===== config.mk =====
export PLATFORM = sky130hd
export DESIGN_NAME = ats_eligibility_arbiter
export DESIGN_NICKNAME = d
export VERILOG_FILES = /design/src/rtl/ats_eligibility_arbiter_pkg.sv /design/src/rtl/ats_eligibility_arbiter_head.sv /design/src/rtl/ats_eligibility_arbiter.sv
export SDC_FILE = /design/constraint.sdc
export NUM_CORES = 1
export LEC_CHECK = 0
export CORE_UTILIZATION = 53
export CTS_CLUSTER_SIZE = 30
export DETAILED_ROUTE_END_ITERATION = 8
export PLACE_DENSITY = 0.95
export SLEW_MARGIN = 20
export SYNTH_ARGS = -nofsm -noshare
export SYNTH_HDL_FRONTEND = slang
export SYNTH_SLANG_ARGS = --single-unit

===== constraint.sdc =====
create_clock -name clk -period 5.8 [get_ports clk]
set_clock_uncertainty 0.05 [all_clocks]
set_input_delay 1.16 -clock clk [delete_from_list [all_inputs] [get_ports clk]]
set_output_delay 1.16 -clock clk [all_outputs]
set_load 0.005 [all_outputs]

===== src/rtl/ats_eligibility_arbiter_pkg.sv =====
// ----------------------------------------------------------------------------
// ats_eligibility_arbiter_pkg
//   Shared definitions for the ATS transmission-selection arbiter:
//   - grant FSM state encoding (ARBITRATE = 0, PASS = 1)
//   - default timestamp / timer width
//   - clog2 helper with a floor of 1, used to size the queue-ID output
// ----------------------------------------------------------------------------
package ats_eligibility_arbiter_pkg;

  typedef enum logic {
    ST_ARBITRATE = 1'b0,
    ST_PASS      = 1'b1
  } arb_state_t;

  localparam int DEFAULT_TIMESTAMP_WIDTH = 72;

  // Ceiling log2, never less than 1 so a single-queue build still has a
  // one-bit queue-ID field.
  function automatic int clog2_min1(input int value);
    int result;
    int v;
    result = 0;
    v      = value - 1;
    while (v > 0) begin
      result = result + 1;
      v      = v >> 1;
    end
    if (result < 1) result = 1;
    return result;
  endfunction

endpackage


===== src/rtl/ats_eligibility_arbiter_head.sv =====
// ----------------------------------------------------------------------------
// ats_eligibility_arbiter_head
//   One queue's head register: holds the eligibility timestamp of the next
//   frame, runs the timestamp valid/ready handshake and reports whether the
//   frame is eligible against the shared transmission-selection timer.
//
// Ports:
//   clk, rst     clock, synchronous active-high reset
//   timer        delay-compensated transmission-selection timer
//   ts_tdata     eligibility timestamp of the next frame
//   ts_tvalid    timestamp valid (from the eligibility-time assigner)
//   ts_tready    timestamp ready; high whenever the head is empty
//   clear        frame's last beat accepted downstream; empties the head
//   head_valid   head register holds a timestamp
//   eligible     head_valid and timestamp strictly below the timer
//
// Handshake: a timestamp transfers on a cycle where ts_tvalid && ts_tready
// are both high at the rising edge; ts_tvalid is not required to wait for
// ts_tready, and ts_tready never depends on ts_tvalid.
// ----------------------------------------------------------------------------
module ats_eligibility_arbiter_head
  import ats_eligibility_arbiter_pkg::*;
#(
  parameter int TIMESTAMP_WIDTH = DEFAULT_TIMESTAMP_WIDTH
) (
  input  logic                       clk,
  input  logic                       rst,
  input  logic [TIMESTAMP_WIDTH-1:0] timer,
  input  logic [TIMESTAMP_WIDTH-1:0] ts_tdata,
  input  logic                       ts_tvalid,
  output logic                       ts_tready,
  input  logic                       clear,
  output logic                       head_valid,
  output logic                       eligible
);

  logic [TIMESTAMP_WIDTH-1:0] head_ts;
  logic                       ts_load;

  // The head stays occupied for the whole frame, so a new timestamp for this
  // queue can only land after the frame's last beat has cleared it.
  assign ts_tready = !head_valid && !rst;
  assign ts_load   = ts_tvalid && ts_tready;

  always_ff @(posedge clk) begin
    if (rst) begin
      head_valid <= 1'b0;
    end else if (ts_load) begin
      head_valid <= 1'b1;
    end else if (clear) begin
      head_valid <= 1'b0;
    end
  end

  // Only meaningful while head_valid is set, so it needs no reset.
  always_ff @(posedge clk) begin
    if (ts_load) begin
      head_ts <= ts_tdata;
    end
  end

  // Unsigned, strictly-less-than: a timestamp equal to the timer waits one
  // more tick. The timer is wide enough never to wrap in service.
  assign eligible = head_valid && (head_ts < timer);

endmodule


===== src/rtl/ats_eligibility_arbiter.sv =====
// ----------------------------------------------------------------------------
// ats_eligibility_arbiter
//   Multi-queue transmission-selection scheduler for the ATS egress path.
//   Each queue owns a head register with the eligibility time of its next
//   frame; the highest-priority eligible queue (lowest index) is granted the
//   egress port for one whole frame, with no preemption.
//
// Ports:
//   clk, rst                              clock, sync active-high reset
//   transmission_selection_timer_with_delay  shared timer (delay included)
//   s_axis_tdata/tkeep/tvalid/tlast       per-queue frame streams (flattened)
//   s_axis_tready                         per-queue ready
//   s_axis_eligibility_timestamp_tdata    per-queue next-frame eligibility time
//   s_axis_eligibility_timestamp_tvalid   per-queue timestamp valid
//   s_axis_eligibility_timestamp_tready   per-queue timestamp ready
//   m_axis_tdata/tkeep/tvalid/tlast       egress stream to the MAC
//   m_axis_tready                         egress ready
//   m_axis_tuser                          queue ID of the granted frame
//   busy                                  grant FSM is in PASS
//
// Handshake: every stream transfers a beat on a rising edge where its valid
// and ready are both high. Valid never waits on ready; the egress ready is
// passed combinationally to the granted queue only, with no buffering.
// ----------------------------------------------------------------------------
module ats_eligibility_arbiter
  import ats_eligibility_arbiter_pkg::*;
#(
  parameter int NUM_QUEUES         = 4,
  parameter int C_AXIS_TDATA_WIDTH = 8,
  parameter int C_AXIS_TKEEP_WIDTH = C_AXIS_TDATA_WIDTH / 8,
  parameter int TIMESTAMP_WIDTH    = DEFAULT_TIMESTAMP_WIDTH,
  parameter int QID_WIDTH          = clog2_min1(NUM_QUEUES)
) (
  input  logic                                     clk,
  input  logic                                     rst,
  input  logic [TIMESTAMP_WIDTH-1:0]               transmission_selection_timer_with_delay,
  input  logic [NUM_QUEUES*C_AXIS_TDATA_WIDTH-1:0] s_axis_tdata,
  input  logic [NUM_QUEUES*C_AXIS_TKEEP_WIDTH-1:0] s_axis_tkeep,
  input  logic [NUM_QUEUES-1:0]                    s_axis_tvalid,
  input  logic [NUM_QUEUES-1:0]                    s_axis_tlast,
  output logic [NUM_QUEUES-1:0]                    s_axis_tready,
  input  logic [NUM_QUEUES*TIMESTAMP_WIDTH-1:0]    s_axis_eligibility_timestamp_tdata,
  input  logic [NUM_QUEUES-1:0]                    s_axis_eligibility_timestamp_tvalid,
  output logic [NUM_QUEUES-1:0]                    s_axis_eligibility_timestamp_tready,
  output logic [C_AXIS_TDATA_WIDTH-1:0]            m_axis_tdata,
  output logic [C_AXIS_TKEEP_WIDTH-1:0]            m_axis_tkeep,
  output logic                                     m_axis_tvalid,
  output logic                                     m_axis_tlast,
  input  logic                                     m_axis_tready,
  output logic [QID_WIDTH-1:0]                     m_axis_tuser,
  output logic                                     busy
);

  arb_state_t            state;
  arb_state_t            state_next;
  logic [QID_WIDTH-1:0]  grant_reg;
  logic [QID_WIDTH-1:0]  grant_next;
  logic [QID_WIDTH-1:0]  pick_idx;
  logic                  any_eligible;
  logic                  last_accept;
  logic [NUM_QUEUES-1:0] head_valid;
  logic [NUM_QUEUES-1:0] eligible;
  logic [NUM_QUEUES-1:0] head_clear;

  // --------------------------------------------------------------------------
  // Per-queue head registers
  // --------------------------------------------------------------------------
  for (genvar q = 0; q < NUM_QUEUES; q++) begin : g_head
    ats_eligibility_arbiter_head #(
      .TIMESTAMP_WIDTH (TIMESTAMP_WIDTH)
    ) u_head (
      .clk        (clk),
      .rst        (rst),
      .timer      (transmission_selection_timer_with_delay),
      .ts_tdata   (s_axis_eligibility_timestamp_tdata[q*TIMESTAMP_WIDTH +: TIMESTAMP_WIDTH]),
      .ts_tvalid  (s_axis_eligibility_timestamp_tvalid[q]),
      .ts_tready  (s_axis_eligibility_timestamp_tready[q]),
      .clear      (head_clear[q]),
      .head_valid (head_valid[q]),
      .eligible   (eligible[q])
    );

    assign head_clear[q] = last_accept && (grant_reg == QID_WIDTH'(q));
  end

  // --------------------------------------------------------------------------
  // Priority encoder: lowest eligible index wins. Scanning downward lets the
  // last assignment (lowest index) take precedence.
  // --------------------------------------------------------------------------
  always_comb begin
    pick_idx     = '0;
    any_eligible = |eligible;
    for (int q = NUM_QUEUES - 1; q >= 0; q--) begin
      if (eligible[q]) pick_idx = QID_WIDTH'(q);
    end
  end

  // --------------------------------------------------------------------------
  // Egress mux. Data/keep/last always follow grant_reg; only valid and the
  // ready fan-out are gated by the FSM, so ARBITRATE shows don't-care data.
  // --------------------------------------------------------------------------
  always_comb begin
    m_axis_tdata  = s_axis_tdata[int'(grant_reg)*C_AXIS_TDATA_WIDTH +: C_AXIS_TDATA_WIDTH];
    m_axis_tkeep  = s_axis_tkeep[int'(grant_reg)*C_AXIS_TKEEP_WIDTH +: C_AXIS_TKEEP_WIDTH];
    m_axis_tlast  = s_axis_tlast[grant_reg];
    m_axis_tvalid = (state == ST_PASS) && s_axis_tvalid[grant_reg];
    s_axis_tready = '0;
    if (state == ST_PASS) begin
      s_axis_tready[grant_reg] = m_axis_tready;
    end
  end

  assign last_accept = m_axis_tvalid && m_axis_tready && m_axis_tlast;

  // --------------------------------------------------------------------------
  // Grant FSM. Eligibility is looked at only in ARBITRATE; once a frame is
  // granted it runs to tlast regardless of the timer or other queues.
  // --------------------------------------------------------------------------
  always_comb begin
    state_next = state;
    grant_next = grant_reg;
    case (state)
      ST_ARBITRATE: begin
        if (any_eligible) begin
          grant_next = pick_idx;
          state_next = ST_PASS;
        end
      end
      ST_PASS: begin
        if (last_accept) begin
          state_next = ST_ARBITRATE;
        end
      end
      default: begin
        state_next = ST_ARBITRATE;
      end
    endcase
  end

  always_ff @(posedge clk) begin
    if (rst) begin
      state     <= ST_ARBITRATE;
      grant_reg <= '0;
    end else begin
      state     <= state_next;
      grant_reg <= grant_next;
    end
  end

  assign m_axis_tuser = grant_reg;
  assign busy         = (state == ST_PASS);

endmodule


==> flow_summary.yaml <==
run_status:
  status: "finished, final reports clean"
routing:
  routed_wirelength_mm: 49.12
  post_drt_wl_per_cell_um: 23.99
  firstDrtPassIters: 7
  remaining_drc_errors: 0
  via_count: 12190
  ant_nets: 0
  viasPerCell: 5.954
  drtIter0Drc: 906
worst_setup_path:
  worstSetupPathType: "input port to primary output"
  endpoint: "m_axis_tvalid"
  critPathLaunch: "s_axis_tvalid[0]"
  end_kind: "primary output"
  r2r_setup_slack_ns: 2.94
  worstReg2RegStart: "g_head[3].u_head.head_ts[9]"
  worstPathRequired_ns: 4.59
  cp-start-kind: "input port"
  reg2reg_to: "m_axis_tuser[0]"
  ff2ff_path_depth: 8
  worst-endpoint-arrival_ns: 2.83
  crit_fanout: 2
cells_and_area:
  stdcell_count: 2048
  areaGrowthSynthToFinish_pct: 36.22
  drive_gt1_share_pct: 4.719
  final_util_pct: 74.26
  final_nets: 2324
  fin_area_mm2: 0.02155
hold_path:
  worstHoldPathType: "flop to flop"
placed_design:
  dp_hpwl_mm: 38.29
  dp_cells: 1978
  dpl_cell_area_mm2: 0.02057
  place_worst_setup_slack_ns: 1.656
  numPortBuffers: 432
  place.gp.congestion: 0.9224
sta:
  tightest_slew_ns: 1.128
  hold_viol_final: 0
  finalMaxSlewViolations: 0
  worst_slack_ns: 1.757
  fin_hold_ws_ns: 0.4905
  finalCritPeriodShare_pct: 69.71
  rsz0062_at_grt: "no"
  max_freq_ghz: 0.2473
  tns_ns: 0
  min_period_ns: 4.043
  setup_viol: 0
  slew_headroom_pct: 24.83
clocking:
  cts.reportedPaths.clkPinSlew_ns: 0.06
  clockRootBuffer: "clkbuf_16"
  ctsHoldBuffers: 0
  h-tree-depth: 1
  clk_path_buf_depth: 3
  post_cts_buffers: 0
  cts_tree: "yes"
  worstSkewPairLatency_ns: 0.57
  clock_sinks: 295
  cts_resized: 0
  numCtsBuffers: 31
grt:
  grt_pass1_wl_mm: 72.24
  grt_antenna_before_repair: 11
  grt_pass1_vias: 12920
  grt_usage_pct: 31.57
  grt-ovfl-total: 0
  grt_max_degree: 73
logic_synthesis:
  synth_cell_types: 60
  yosysSeqAreaShare_pct: 55.57
  yosys_register_bits: 295
  syn-num-nets: 1865
  synthArstFlopShare_pct: 0
  synth-edff-count: 288
  syn_area_mm2: 0.01582
  syn_inst: 1170
  synthFlopType: "edfxtp_1"
  syn_area_per_cell_um2: 13.52
  synth_warnings: 0
floorplan:
  die_x_um: 174.8
  dieArea_mm2: 0.03054
  pin_count: 433
  rows: 62
  initial_core_util_pct: 54.52
  coreArea_mm2: 0.02901
  die_y_um: 174.8
pwr:
  powerDensity_mw_per_mm2: 238.9
  p_leak_nw: 8.627
  p_total_mw: 5.147
  ir_worst_vdd_mv: 0.3086
job:
  max_cap_viol_count: 0
==> synth_stat cells (all sizes together), types with 4 or more instances <==
library cell	instances	area share, %
edfxtp	288	55
nand2b	4	0.16
nand4	63	2.6
nor2	37	0.88
nor4	6	0.28
and2	7	0.28
o21ai	45	1.4
ha	284	22
nand2	57	1.4
nor2b	6	0.24
a221oi	9	0.62
o211ai	6	0.28
dfxtp	7	0.89
nand3	28	0.89
nor3	18	0.63
and4	4	0.22
a21o	43	2.0
buf	7	0.32
a2111oi	5	0.32
mux4	11	1.6
inv	84	2.0
a21oi	106	3.4
a211oi	9	0.46
==> layout make-up <==
| type | count | area [um^2] |
|---|---|---|
| Inverter | 84 | 315.3 |
| Antenna cell | 11 | 27.53 |
| Tap cell | 384 | 480.5 |
| Timing Repair Buffer | 436 | 4394 |
| Fill cell | 1778 | 7467 |
| Sequential cell | 295 | 8788 |
| Clock inverter | 23 | 102.6 |
| Multi-Input combinational cell | 781 | 6650 |
| Clock buffer | 34 | 787.0 |
==> critical path, stage by stage <==
cell             delay [ns]
clkdlybuf4s50_1        0.46
mux4_2                 0.55
and2_1                 0.22
clkdlybuf4s50_1        0.44
==> logic make-up (layout without fill, tap and decap cells) <==
kind of cell | count (synthesis) | in the layout | share of synthesized area, %
DFF | 295 | 295 | 55.57
other | 0 | 11 | 0
and+or+nand+nor | 238 | 238 | 7.990
buffers and inverters | 94 | 577 | 2.452
adders and majority gates | 284 | 284 | 22.47
AOI/OAI and AO/OA | 248 | 248 | 9.960
muxes | 11 | 11 | 1.566
==> registers in the layout, summed over array words and instances, names as in the netlist <==
register and flops:
g_head.u_head.head_ts 288, m_axis_tuser 2, g_head.u_head.head_valid 4, busy 1
==> report_power, final <==
part	internal [mW]	switching (mW)	total (mW)
clock network	0.965	0.822	1.79
logic	0.477	0.400	0.877
registers	2.44	0.0394	2.48
total	3.88	1.26	5.15
==> worst min path at each step <==
stage / cells after the start / startpoint / to / slack (ns)
2_1_floorplan: 1 / g_head[2].u_head.head_valid / g_head[2].u_head.head_valid / 0.42
3_3_place_gp: 1 / g_head[0].u_head.head_valid / g_head[0].u_head.head_valid / 0.45
3_5_place_dp: 1 / g_head[0].u_head.head_valid / g_head[0].u_head.head_valid / 0.47
4_1_cts: 1 / g_head[0].u_head.head_valid / g_head[0].u_head.head_valid / 0.48
5_1_grt: 1 / g_head[0].u_head.head_valid / g_head[0].u_head.head_valid / 0.53
6_report: 1 / g_head[0].u_head.head_valid / g_head[0].u_head.head_valid / 0.49
==> cell usage in the layout (no fill, tap or decap), types with 4 or more instances in the layout <==
master,instances
nand3_1,28
nand4_1,61
and4_1,4
o21ai_0,36
nor4_1,5
o211ai_1,6
dfxtp_1,7
o21ai_1,8
clkdlybuf4s50_1,432
ha_1,284
diode_2,11
a21o_1,43
edfxtp_1,288
clkinv_1,15
clkinv_2,6
nor3_1,16
a21oi_1,103
and2_4,4
nand2b_1,4
mux4_2,11
nor2_1,37
nand2_1,57
inv_1,84
nor2b_1,6
a221oi_1,6
a211oi_1,8
clkbuf_16,31
==> layer usage <==
layer / vias to the layer above / GRT usage [%] / routed length (um)
li1: 5545 / - / -
met1: 5819 / 34.45 / 17070
met2: 671 / 57.41 / 25020
met3: 158 / 6.614 / 4241
met4: 0 / 16.49 / 2791
met5: - / 0 / 0
No activity file was read; power rests on OpenSTA's default activity.
